File: src/rtl/lcd_pkg.sv
// lcd_pkg: definitions shared by the LCD read path (lcd_reader) and the LCD write driver.
//   - lcd_state_e : read FSM state encoding
//   - LCD bus bit positions (busy flag in bit 7, address counter in bits 6:0)
//   - default HD44780-style timing in clock cycles
//   - lcd_cnt_width() : width of a phase down-counter able to hold the longest phase
package lcd_pkg;

  typedef enum logic [2:0] {
    StIdle,
    StSetup,
    StEnHigh,
    StHold,
    StDone
  } lcd_state_e;

  // Status-read byte layout
  localparam int unsigned LcdBfBit   = 7;
  localparam int unsigned LcdAddrMsb = 6;
  localparam int unsigned LcdAddrW   = 7;

  // Default bus timing in clock cycles
  localparam int unsigned LcdDefSetupCyc = 2;
  localparam int unsigned LcdDefPulseCyc = 25;
  localparam int unsigned LcdDefHoldCyc  = 2;
  localparam int unsigned LcdDefPollMax  = 65535;

  // A phase of N cycles loads N-1, so the counter must hold max(N)-1.
  function automatic int unsigned lcd_cnt_width(int unsigned a, int unsigned b, int unsigned c);
    int unsigned m;
    m = a;
    if (b > m) m = b;
    if (c > m) m = c;
    return ($clog2(m) > 0) ? $clog2(m) : 1;
  endfunction

endpackage

File: src/rtl/lcd_reader_if.sv
// lcd_reader_if: request/response and LCD bus signals of the LCD read engine.
//   master : host side (drives start/rs_sel, models the panel's db_in)
//   slave  : lcd_reader side (drives rw/rs/enable and the read results)
interface lcd_reader_if;
  logic       start;
  logic       rs_sel;
  logic [7:0] db_in;
  logic       rw;
  logic       rs;
  logic       enable;
  logic       busy;
  logic       valid;
  logic [7:0] rdata;
  logic       busy_flag;
  logic [6:0] addr;
  logic       timeout;

  modport master (
    output start, rs_sel, db_in,
    input  rw, rs, enable, busy, valid, rdata, busy_flag, addr, timeout
  );

  modport slave (
    input  start, rs_sel, db_in,
    output rw, rs, enable, busy, valid, rdata, busy_flag, addr, timeout
  );
endinterface

File: src/rtl/lcd_strobe_timer.sv
// lcd_strobe_timer: loadable down-counter timing one bus phase.
//   i_clk, i_rst : clock, synchronous active-high reset
//   i_load       : load i_load_val (phase length minus one)
//   i_load_val   : value to load
//   o_done       : counter is zero, i.e. current cycle is the last of the phase
module lcd_strobe_timer #(
  parameter int unsigned CNT_W = 8
) (
  input  logic             i_clk,
  input  logic             i_rst,
  input  logic             i_load,
  input  logic [CNT_W-1:0] i_load_val,
  output logic             o_done
);

  logic [CNT_W-1:0] r_cnt;

  always_ff @(posedge i_clk) begin
    if (i_rst) begin
      r_cnt <= '0;
    end else if (i_load) begin
      r_cnt <= i_load_val;
    end else if (r_cnt != '0) begin
      r_cnt <= r_cnt - 1'b1;
    end
  end

  assign o_done = (r_cnt == '0);

endmodule

File: src/rtl/lcd_reader.sv
// lcd_reader: performs one HD44780-style read cycle (SETUP -> E pulse -> HOLD) per request and
// reports the byte sampled on the last E-high cycle, split into busy flag / address for
// status reads.
//   i_clk, i_rst : clock, synchronous active-high reset
//   io_bus       : lcd_reader_if.slave (start/rs_sel/db_in in; rw/rs/enable, busy, valid,
//                  rdata/busy_flag/addr/timeout out)
// Optional feature macro LCD_READER_POLL_EN: a status read (rs_sel=0) repeats until the busy
// flag reads 0 or POLL_MAX reads were made (timeout=1). Without it timeout is tied 0.
module lcd_reader
  import lcd_pkg::*;
#(
  parameter int unsigned SETUP_CYC = LcdDefSetupCyc,
  parameter int unsigned PULSE_CYC = LcdDefPulseCyc,
  parameter int unsigned HOLD_CYC  = LcdDefHoldCyc,
  parameter int unsigned POLL_MAX  = LcdDefPollMax
) (
  input logic         i_clk,
  input logic         i_rst,
  lcd_reader_if.slave io_bus
);

  if (SETUP_CYC < 1 || PULSE_CYC < 1 || HOLD_CYC < 1 || POLL_MAX < 1) begin : g_param_check
    $error("lcd_reader: SETUP_CYC, PULSE_CYC, HOLD_CYC and POLL_MAX must all be >= 1");
  end

  localparam int unsigned CntW = lcd_cnt_width(SETUP_CYC, PULSE_CYC, HOLD_CYC);
  localparam logic [CntW-1:0] SetupLd = CntW'(SETUP_CYC - 1);
  localparam logic [CntW-1:0] PulseLd = CntW'(PULSE_CYC - 1);
  localparam logic [CntW-1:0] HoldLd  = CntW'(HOLD_CYC - 1);

  lcd_state_e r_state, w_state_d;

  logic            r_rs;
  logic [7:0]      r_sample;
  logic [7:0]      r_rdata;
  logic            r_busy_flag;
  logic [6:0]      r_addr;

  logic            w_load;
  logic [CntW-1:0] w_load_val;
  logic            w_timer_done;
  logic            w_capture;
  logic            w_commit;
  logic            w_poll_again;
  logic            w_in_txn;

  lcd_strobe_timer #(
    .CNT_W (CntW)
  ) u_timer (
    .i_clk      (i_clk),
    .i_rst      (i_rst),
    .i_load     (w_load),
    .i_load_val (w_load_val),
    .o_done     (w_timer_done)
  );

  always_ff @(posedge i_clk) begin
    if (i_rst) begin
      r_state <= StIdle;
    end else begin
      r_state <= w_state_d;
    end
  end

  // Next state, timer control and bus outputs
  always_comb begin
    w_state_d  = r_state;
    w_load     = 1'b0;
    w_load_val = SetupLd;
    w_capture  = 1'b0;
    w_commit   = 1'b0;
    w_in_txn   = 1'b0;

    io_bus.rw     = 1'b0;
    io_bus.rs     = 1'b0;
    io_bus.enable = 1'b0;
    io_bus.busy   = 1'b1;
    io_bus.valid  = 1'b0;

    unique case (r_state)
      StIdle: begin
        io_bus.busy = 1'b0;
        if (io_bus.start) begin
          w_state_d  = StSetup;
          w_load     = 1'b1;
          w_load_val = SetupLd;
        end
      end
      StSetup: begin
        w_in_txn = 1'b1;
        if (w_timer_done) begin
          w_state_d  = StEnHigh;
          w_load     = 1'b1;
          w_load_val = PulseLd;
        end
      end
      StEnHigh: begin
        w_in_txn      = 1'b1;
        io_bus.enable = 1'b1;
        if (w_timer_done) begin
          w_state_d  = StHold;
          w_load     = 1'b1;
          w_load_val = HoldLd;
          w_capture  = 1'b1;
        end
      end
      StHold: begin
        w_in_txn = 1'b1;
        if (w_timer_done) begin
          if (w_poll_again) begin
            w_state_d  = StSetup;
            w_load     = 1'b1;
            w_load_val = SetupLd;
          end else begin
            w_state_d = StDone;
            w_commit  = 1'b1;
          end
        end
      end
      StDone: begin
        io_bus.valid = 1'b1;
        w_state_d    = StIdle;
      end
      default: begin
        w_state_d = StIdle;
      end
    endcase

    io_bus.rw = w_in_txn;
    io_bus.rs = w_in_txn & r_rs;
  end

  // Request capture, bus sample and result registers. Results only change on entry to DONE so
  // intermediate poll reads are never visible.
  always_ff @(posedge i_clk) begin
    if (i_rst) begin
      r_rs        <= 1'b0;
      r_sample    <= '0;
      r_rdata     <= '0;
      r_busy_flag <= 1'b0;
      r_addr      <= '0;
    end else begin
      if (r_state == StIdle && io_bus.start) begin
        r_rs <= io_bus.rs_sel;
      end
      if (w_capture) begin
        r_sample <= io_bus.db_in;
      end
      if (w_commit) begin
        r_rdata     <= r_sample;
        r_busy_flag <= ~r_rs & r_sample[LcdBfBit];
        r_addr      <= r_rs ? '0 : r_sample[LcdAddrMsb:0];
      end
    end
  end

  assign io_bus.rdata     = r_rdata;
  assign io_bus.busy_flag = r_busy_flag;
  assign io_bus.addr      = r_addr;

`ifdef LCD_READER_POLL_EN
  localparam int unsigned PollW = $clog2(POLL_MAX + 1);
  localparam logic [PollW-1:0] PollLast = PollW'(POLL_MAX - 1);

  // Reads completed before the one currently in HOLD
  logic [PollW-1:0] r_reads;
  logic             r_timeout;

  assign w_poll_again = ~r_rs & r_sample[LcdBfBit] & (r_reads != PollLast);

  always_ff @(posedge i_clk) begin
    if (i_rst) begin
      r_reads   <= '0;
      r_timeout <= 1'b0;
    end else begin
      if (r_state == StIdle) begin
        r_reads <= '0;
      end else if (r_state == StHold && w_timer_done) begin
        r_reads <= r_reads + 1'b1;
      end
      // Reaching DONE with BF still set on a status read means the poll budget ran out
      if (w_commit) begin
        r_timeout <= ~r_rs & r_sample[LcdBfBit];
      end
    end
  end

  assign io_bus.timeout = r_timeout;
`else
  assign w_poll_again   = 1'b0;
  assign io_bus.timeout = 1'b0;
`endif

endmodule

File: src/flat_wrapper.sv
// flat-port wrapper written by rule: the top's interface ports become plain ports
module lcd_reader_flat import lcd_pkg::*;
#(
  parameter int unsigned SETUP_CYC = LcdDefSetupCyc,
  parameter int unsigned PULSE_CYC = LcdDefPulseCyc,
  parameter int unsigned HOLD_CYC  = LcdDefHoldCyc,
  parameter int unsigned POLL_MAX  = LcdDefPollMax
)
  (i_clk, i_rst, io_bus_start, io_bus_rs_sel, io_bus_db_in, io_bus_rw, io_bus_rs, io_bus_enable, io_bus_busy, io_bus_valid, io_bus_rdata, io_bus_busy_flag, io_bus_addr, io_bus_timeout);
  lcd_reader_if io_bus_i ();
  input logic i_clk;
  input logic i_rst;
  input wire logic [$bits(io_bus_i.start)-1:0] io_bus_start;
  input wire logic [$bits(io_bus_i.rs_sel)-1:0] io_bus_rs_sel;
  input wire logic [$bits(io_bus_i.db_in)-1:0] io_bus_db_in;
  output wire logic [$bits(io_bus_i.rw)-1:0] io_bus_rw;
  output wire logic [$bits(io_bus_i.rs)-1:0] io_bus_rs;
  output wire logic [$bits(io_bus_i.enable)-1:0] io_bus_enable;
  output wire logic [$bits(io_bus_i.busy)-1:0] io_bus_busy;
  output wire logic [$bits(io_bus_i.valid)-1:0] io_bus_valid;
  output wire logic [$bits(io_bus_i.rdata)-1:0] io_bus_rdata;
  output wire logic [$bits(io_bus_i.busy_flag)-1:0] io_bus_busy_flag;
  output wire logic [$bits(io_bus_i.addr)-1:0] io_bus_addr;
  output wire logic [$bits(io_bus_i.timeout)-1:0] io_bus_timeout;
  assign io_bus_i.start = io_bus_start;
  assign io_bus_i.rs_sel = io_bus_rs_sel;
  assign io_bus_i.db_in = io_bus_db_in;
  assign io_bus_rw = io_bus_i.rw;
  assign io_bus_rs = io_bus_i.rs;
  assign io_bus_enable = io_bus_i.enable;
  assign io_bus_busy = io_bus_i.busy;
  assign io_bus_valid = io_bus_i.valid;
  assign io_bus_rdata = io_bus_i.rdata;
  assign io_bus_busy_flag = io_bus_i.busy_flag;
  assign io_bus_addr = io_bus_i.addr;
  assign io_bus_timeout = io_bus_i.timeout;
  lcd_reader #(.SETUP_CYC(SETUP_CYC), .PULSE_CYC(PULSE_CYC), .HOLD_CYC(HOLD_CYC), .POLL_MAX(POLL_MAX)) u_core (.i_clk(i_clk), .i_rst(i_rst), .io_bus(io_bus_i));
endmodule
File: config.mk
export PLATFORM = sky130hd
export DESIGN_NAME = lcd_reader_flat
export DESIGN_NICKNAME = d
export VERILOG_FILES = /design/src/rtl/lcd_pkg.sv /design/src/rtl/lcd_reader_if.sv /design/src/rtl/lcd_strobe_timer.sv /design/src/rtl/lcd_reader.sv /design/src/flat_wrapper.sv
export SDC_FILE = /design/constraint.sdc
export NUM_CORES = 1
export LEC_CHECK = 0
export BUFFER_PORTS_ARGS = -buffer_cell sky130_fd_sc_hd__buf_4
export CORE_MARGIN = 1
export CORE_UTILIZATION = 57
export CTS_CLUSTER_DIAMETER = 80
export DETAILED_ROUTE_END_ITERATION = 16
export PLACE_DENSITY = 0.91
export SYNTH_ARGS = -nofsm -noshare
export SYNTH_HDL_FRONTEND = slang
export SYNTH_HIERARCHICAL = 1
export SYNTH_SLANG_ARGS = --single-unit
File: constraint.sdc
create_clock -name i_clk -period 7.33 [get_ports i_clk]
set_input_delay 0.3665 -clock i_clk [delete_from_list [all_inputs] [get_ports i_clk]]
set_output_delay 0.3665 -clock i_clk [all_outputs]
set_load 0.03 [all_outputs]
## After elaboration in Yosys (flattened, before gate mapping)

Cells that the tools add are included.

| storage, ports and cells | value |
|---|---|
| output and inout port bits | 22 |
| logic and storage cells | 46 |
| input port bits | 12 |
| memory bits (read-only) | 0 |
| flip-flop bits (word level) | 33 |
| memory bits (writable) | 0 |
| memories kept | 0 |
| bits in latches | 0 |

| operators by class | value |
|---|---|
| add/subtract/negate cells | 1 |
| divide/modulo/power cells | 0 |
| eq/ne operators | 8 |
| magnitude comparators | 0 |
| shifts and indexed selects | 0 |
| muxes and demuxes | 19 |
| multipliers | 0 |
| bitwise logic cells | 3 |
| reduce and logical (&&, ||, !) cells | 8 |

Operators with widths:

| operator | number |
|---|---|
| $mux 5 | 4 |
| $mux 3 | 4 |
| $pmux 3 s4 | 1 |
| $mux 1 | 8 |
| $ne 2x2->1 const B | 4 |
| $mux 7 | 1 |
| $eq 3x2->1 const B | 2 |
| $logic_not 5->1 | 1 |
| $reduce_bool 5->1 | 1 |
| $sub 5x1->5 const B | 1 |
| $reduce_and 4->1 | 1 |
| $eq 3x1->1 const B | 1 |
| $eq 3x3->1 const B | 1 |
| $logic_not 3->1 | 1 |
| $reduce_or 3->1 | 1 |
| $and 1x1->1 | 2 |
| $pmux 1 s2 | 1 |
| $reduce_bool 2->1 | 1 |
| $reduce_or 2->1 | 1 |
| $logic_and 1x1->1 | 1 |
| $not 1->1 | 1 |

## Depth between registers and ports, before layout

| logic depth | value |
|---|---|
| word-level depth | 4 |
| mapped depth | 8 |
| mapped depth without buffers | 8 |

## By module

The synthesis kept the hierarchy.

Modules (own cells, without submodules):

| module | times used | area each (µm²) | sequential area each (µm²) | cells an instance |
|---|---|---|---|---|
| lcd_reader | 1 | 1,322.5 | 560.5 | 128 |
| lcd_strobe_timer | 1 | 287.8 | 100.1 | 32 |

## Least setup slack after synthesis

OpenSTA, ideal clock, no wires.

| timing | value |
|---|---|
| path kind | flip-flop to flip-flop |
| start | register u_core.u_timer.r_cnt[0] |
| end | register u_core.u_timer.r_cnt[1] |
| path buffers | 0 |
| library setup time | 0.122 ns |
| required time | 7.208 ns |
| clock period less this slack | 2.503 ns |
| data arrival time | 2.381 ns |
| cell stages (with the launch flop) | 9 |
| slack | 4.827 ns |
| cell sequence | dfxtp_1 > inv_1 > ha_1 > nor4b_4 > mux2i_1 > o31ai_1 > inv_1 > and4_2 > a311o_1 |

| on the way | value |
|---|---|
| longest elaborated chain between the ends | 4 |
| elaborated cells between the ends (all ways) | 8 |
| classes of those cells | add/sub: 1; mux: 4; reduce/logical: 3 |

Ends and longest elaborated chain:

| what | line | RTL |
|---|---|---|
| start: declaration | lcd_strobe_timer.sv:16 | `logic [CNT_W-1:0] r_cnt;` |
| start signal: assignment | lcd_strobe_timer.sv:22 | `r_cnt <= i_load_val;` |
| start signal: assignment | lcd_strobe_timer.sv:24 | `r_cnt <= r_cnt - 1'b1;` |
| $logic_not 5->1 * | lcd_strobe_timer.sv:28 | `assign o_done = (r_cnt == '0);` |
| via u_core.w_timer_done | lcd_reader.sv:41 | `logic w_timer_done;` |
| $mux 1 * | lcd_reader.sv:91, lcd_reader.sv:100 |  |
| $pmux 1 s2 * | lcd_reader.sv:80 | `unique case (r_state)` |
| via u_core.w_load | lcd_reader.sv:39 | `logic w_load;` |
| $mux 5 or $reduce_bool 2->1 (tied branches) | n/a |  |

The timed path passes the listed nets; every way through them passes the cells marked *. The select of a mux whose other input is x is not followed.
A chain may end at the register's enable or synchronous reset.

## Worst setup path after layout

Same ends and word-level chain as after synthesis.

==> impl_metrics.toml <==
[synthesis]
postSynthCellCount = 160
ys_seq_area_share_pct = 41.03
synth_seq_cells = 33
synth_area_leaders = "dfxtp_1, mux2i_1, nand2b_1"
ys_warn_count = 6
ys_types = 40
synth-edff-count = 0
synth_top_area_share_pct = 41.03
synthArstFlopShare_pct = 0
synth.avg_cell_area_um2 = 10.06
synth_area_mm2 = 0.001610
yosysTopAreaCell = "dfxtp_1"
ys.flop_type = "dfxtp_1"

[worst_setup_path]
critPathLaunch = "u_core/u_timer/r_cnt[0]$_SDFFE_PP0P_"
r2r-end = "u_core/u_timer/r_cnt[1]$_SDFFE_PP0P_"
critPathArrivalTime_ns = 3.17
cp_data_required_time_ns = 7.56
worstPathMaxFanout = 13
worstReg2RegStart = "u_core/u_timer/r_cnt[0]$_SDFFE_PP0P_"
rr_worst_depth = 8
cp-start-kind = "flip-flop"
end_kind = "flip-flop"
cp-endpoint = "u_core/u_timer/r_cnt[1]$_SDFFE_PP0P_"
r2r_slack_ns = 4.39
crit_type = "flip-flop to flip-flop"

[cells_and_area]
stdcell_area_mm2 = 0.001883
final_cell_count_no_fill = 220
drive_above_1_share_pct = 24.74
antenna_cells = 0
area_growth_pct = 16.94
nNetsFinal = 203

[outcome]
status = "finished, final reports clean"

[sta]
setup_ws_ns = 4.392
fin_crit_sh_pct = 40.08
rsz0062_at_grt = "no"
worst_slew_pin_slew_ns = 0.7669
timing.fmax_mhz = 340.4
setup_tns_ns = 0
relSlewSlack_pct = 48.44
slew_violations = 0
fin_skew_ns = 0.009356
finalSetupViolations = 0
finalHoldViolations = 0
min_period_ns = 2.938

[die]
num_rows = 18
initial_core_util_pct = 62.72
die_area_mm2 = 0.003042
die_width_um = 55.15
coreArea_mm2 = 0.002567
chipHeight_um = 55.15
ios = 34

[routing]
vias = 1166
routedWlPerCell_um = 13.25
ant_nets = 0
drtPass1Iterations = 4
drcViolationCount = 0
postRouteWirelength_um = 2916
vias_per_cell = 5.300
initialDrtViolationCount = 18

[place]
io_buffers = 32
dp_cells = 213
finalWeightedCongestion = 0.7779
pre_cts_ws_ns = 4.443
place_area_mm2 = 0.001828
hpwl_um = 2089

[clocking]
cts_tree = "yes"
hold_buffers = 0
cts_setup_buffers = 0
cts_max_level = 2
cts_sinks = 33
cts_inserted_buffers = 5
cts-root-buf = "clkbuf_4"
clock_latency_ns = 0.33
clk_path_buf_depth = 2
path_clk_slew_ns = 0.10
cts_resized = 0

[power_and_ir_drop]
powerDensity_mw_per_mm2 = 267.2
power_w = 0.0005032
power.leakage_nw = 0.7815
ir_drop_mv = 0.2796

[global_route]
grt_pass1_wl_um = 4436
grt_max_degree = 52
grt-ovfl-total = 0
grt_antenna_before_repair = 0
grt_pass1_vias = 1028
grt_usage_pct = 21.69

[job]
drv_cap = 0

[worst_hold_path]
whs_path_depth = 3
min_path_type = "input port to flip-flop"
area by class of cell:
cell class	instances	area, um2
multi-input combinational	111	863.3
fill	196	684.4
sequential	33	660.6
timing repair buffer	32	240.2
clock buffer	7	55.05
tap	30	37.54
inverter	7	26.28
sequential cells by signal, indices dropped and copies added (netlist names):
register	flops
u_core/io_bus.rdata	8
u_core/io_bus.busy_flag	1
u_core/r_rs	1
u_core/r_state	3
u_core/r_sample	8
u_core/io_bus.addr	7
u_core/u_timer/r_cnt	5
cells by family (layout without fill, tap and decap cells):
logic type	count (synthesis)	count (layout)	share of synthesized area (%)
and+or+nand+nor	69	69	30.22
DFF	33	33	41.03
muxes	26	26	16.16
buffers and inverters	18	46	5.828
AOI/OAI and AO/OA	11	11	5.206
adders and majority gates	1	1	0.7769
other	1	3	0.2329
xor gates and xnor gates	1	1	0.5440
cell usage in the layout, fill, tap and decap left out, types with 2 or more instances in the layout:
master / Yosys / layout
a21oi_1: 3 / 3
buf_4: 4 / 32
clkbuf_4: 0 / 5
conb_1: 1 / 3
dfxtp_1: 33 / 33
inv_1: 7 / 7
mux2i_1: 26 / 26
nand2_1: 3 / 3
nand2b_1: 35 / 35
nor2_1: 4 / 4
nor3b_1: 2 / 2
o31ai_1: 2 / 2
or3_1: 2 / 2
or3b_1: 4 / 4
or3b_2: 4 / 4
synthesized netlist by cell type (3+ instances only):
master,instances
buf_2,3
clkbuf_1,3
or3b_1,4
or3b_2,4
a21oi_1,3
nand2_1,3
mux2i_1,26
dfxtp_1,33
nand2b_1,35
nor2_1,4
inv_1,7
buf_4,4
per-layer routing:
layer | wire [um] | vias up | global-route usage, %
met3 | 121 | 8 | 5.738
met4 | 63 | 0 | 12.50
met5 | 0 | - | 0
met1 | 1423 | 528 | 26.57
li1 | - | 604 | -
met2 | 1307 | 26 | 34.14
report_power, final:
group          switching [W]  internal (W)  leakage (nW)
clock              0.0000578     0.0000452        0.0314
sequential         0.0000283      0.000199         0.267
combinational      0.0000938     0.0000788         0.483
total               0.000180      0.000323         0.782
critical path, stage by stage (launching register included):
cell and delay, ns:
dfxtp_1 0.34, inv_1 0.07, ha_1 0.21, nor4b_4 0.54, mux2i_1 0.22, o31ai_1 0.67
inv_1 0.25, and4_2 0.28, a311o_1 0.26
worst min-delay path by stage:
stage,startpoint,end,slack (ns)
floorplan,i_rst,u_core/u_timer/r_cnt[2]$_SDFFE_PP0P_,0.44
global placement,u_core/io_bus.addr[3]$_SDFFE_PP0P_,u_core/io_bus.addr[3]$_SDFFE_PP0P_,0.46
detailed placement,u_core/io_bus.addr[6]$_SDFFE_PP0P_,u_core/io_bus.addr[6]$_SDFFE_PP0P_,0.47
CTS,io_bus_db_in[4],u_core/r_sample[4]$_SDFFE_PP0P_,0.28
global route,io_bus_db_in[3],u_core/r_sample[3]$_SDFFE_PP0P_,0.29
finish,io_bus_db_in[4],u_core/r_sample[4]$_SDFFE_PP0P_,0.29
metrics by stage:
stage	hold slack, ns	util [%]
after global placement	0.4629	71.20
after global routing	0.2927	73.34
after CTS	0.2794	73.34
after floorplan	0.4356	-
final	0.2911	73.34
after detailed placement	0.4708	71.20
Power figures use the tool's default switching activity.
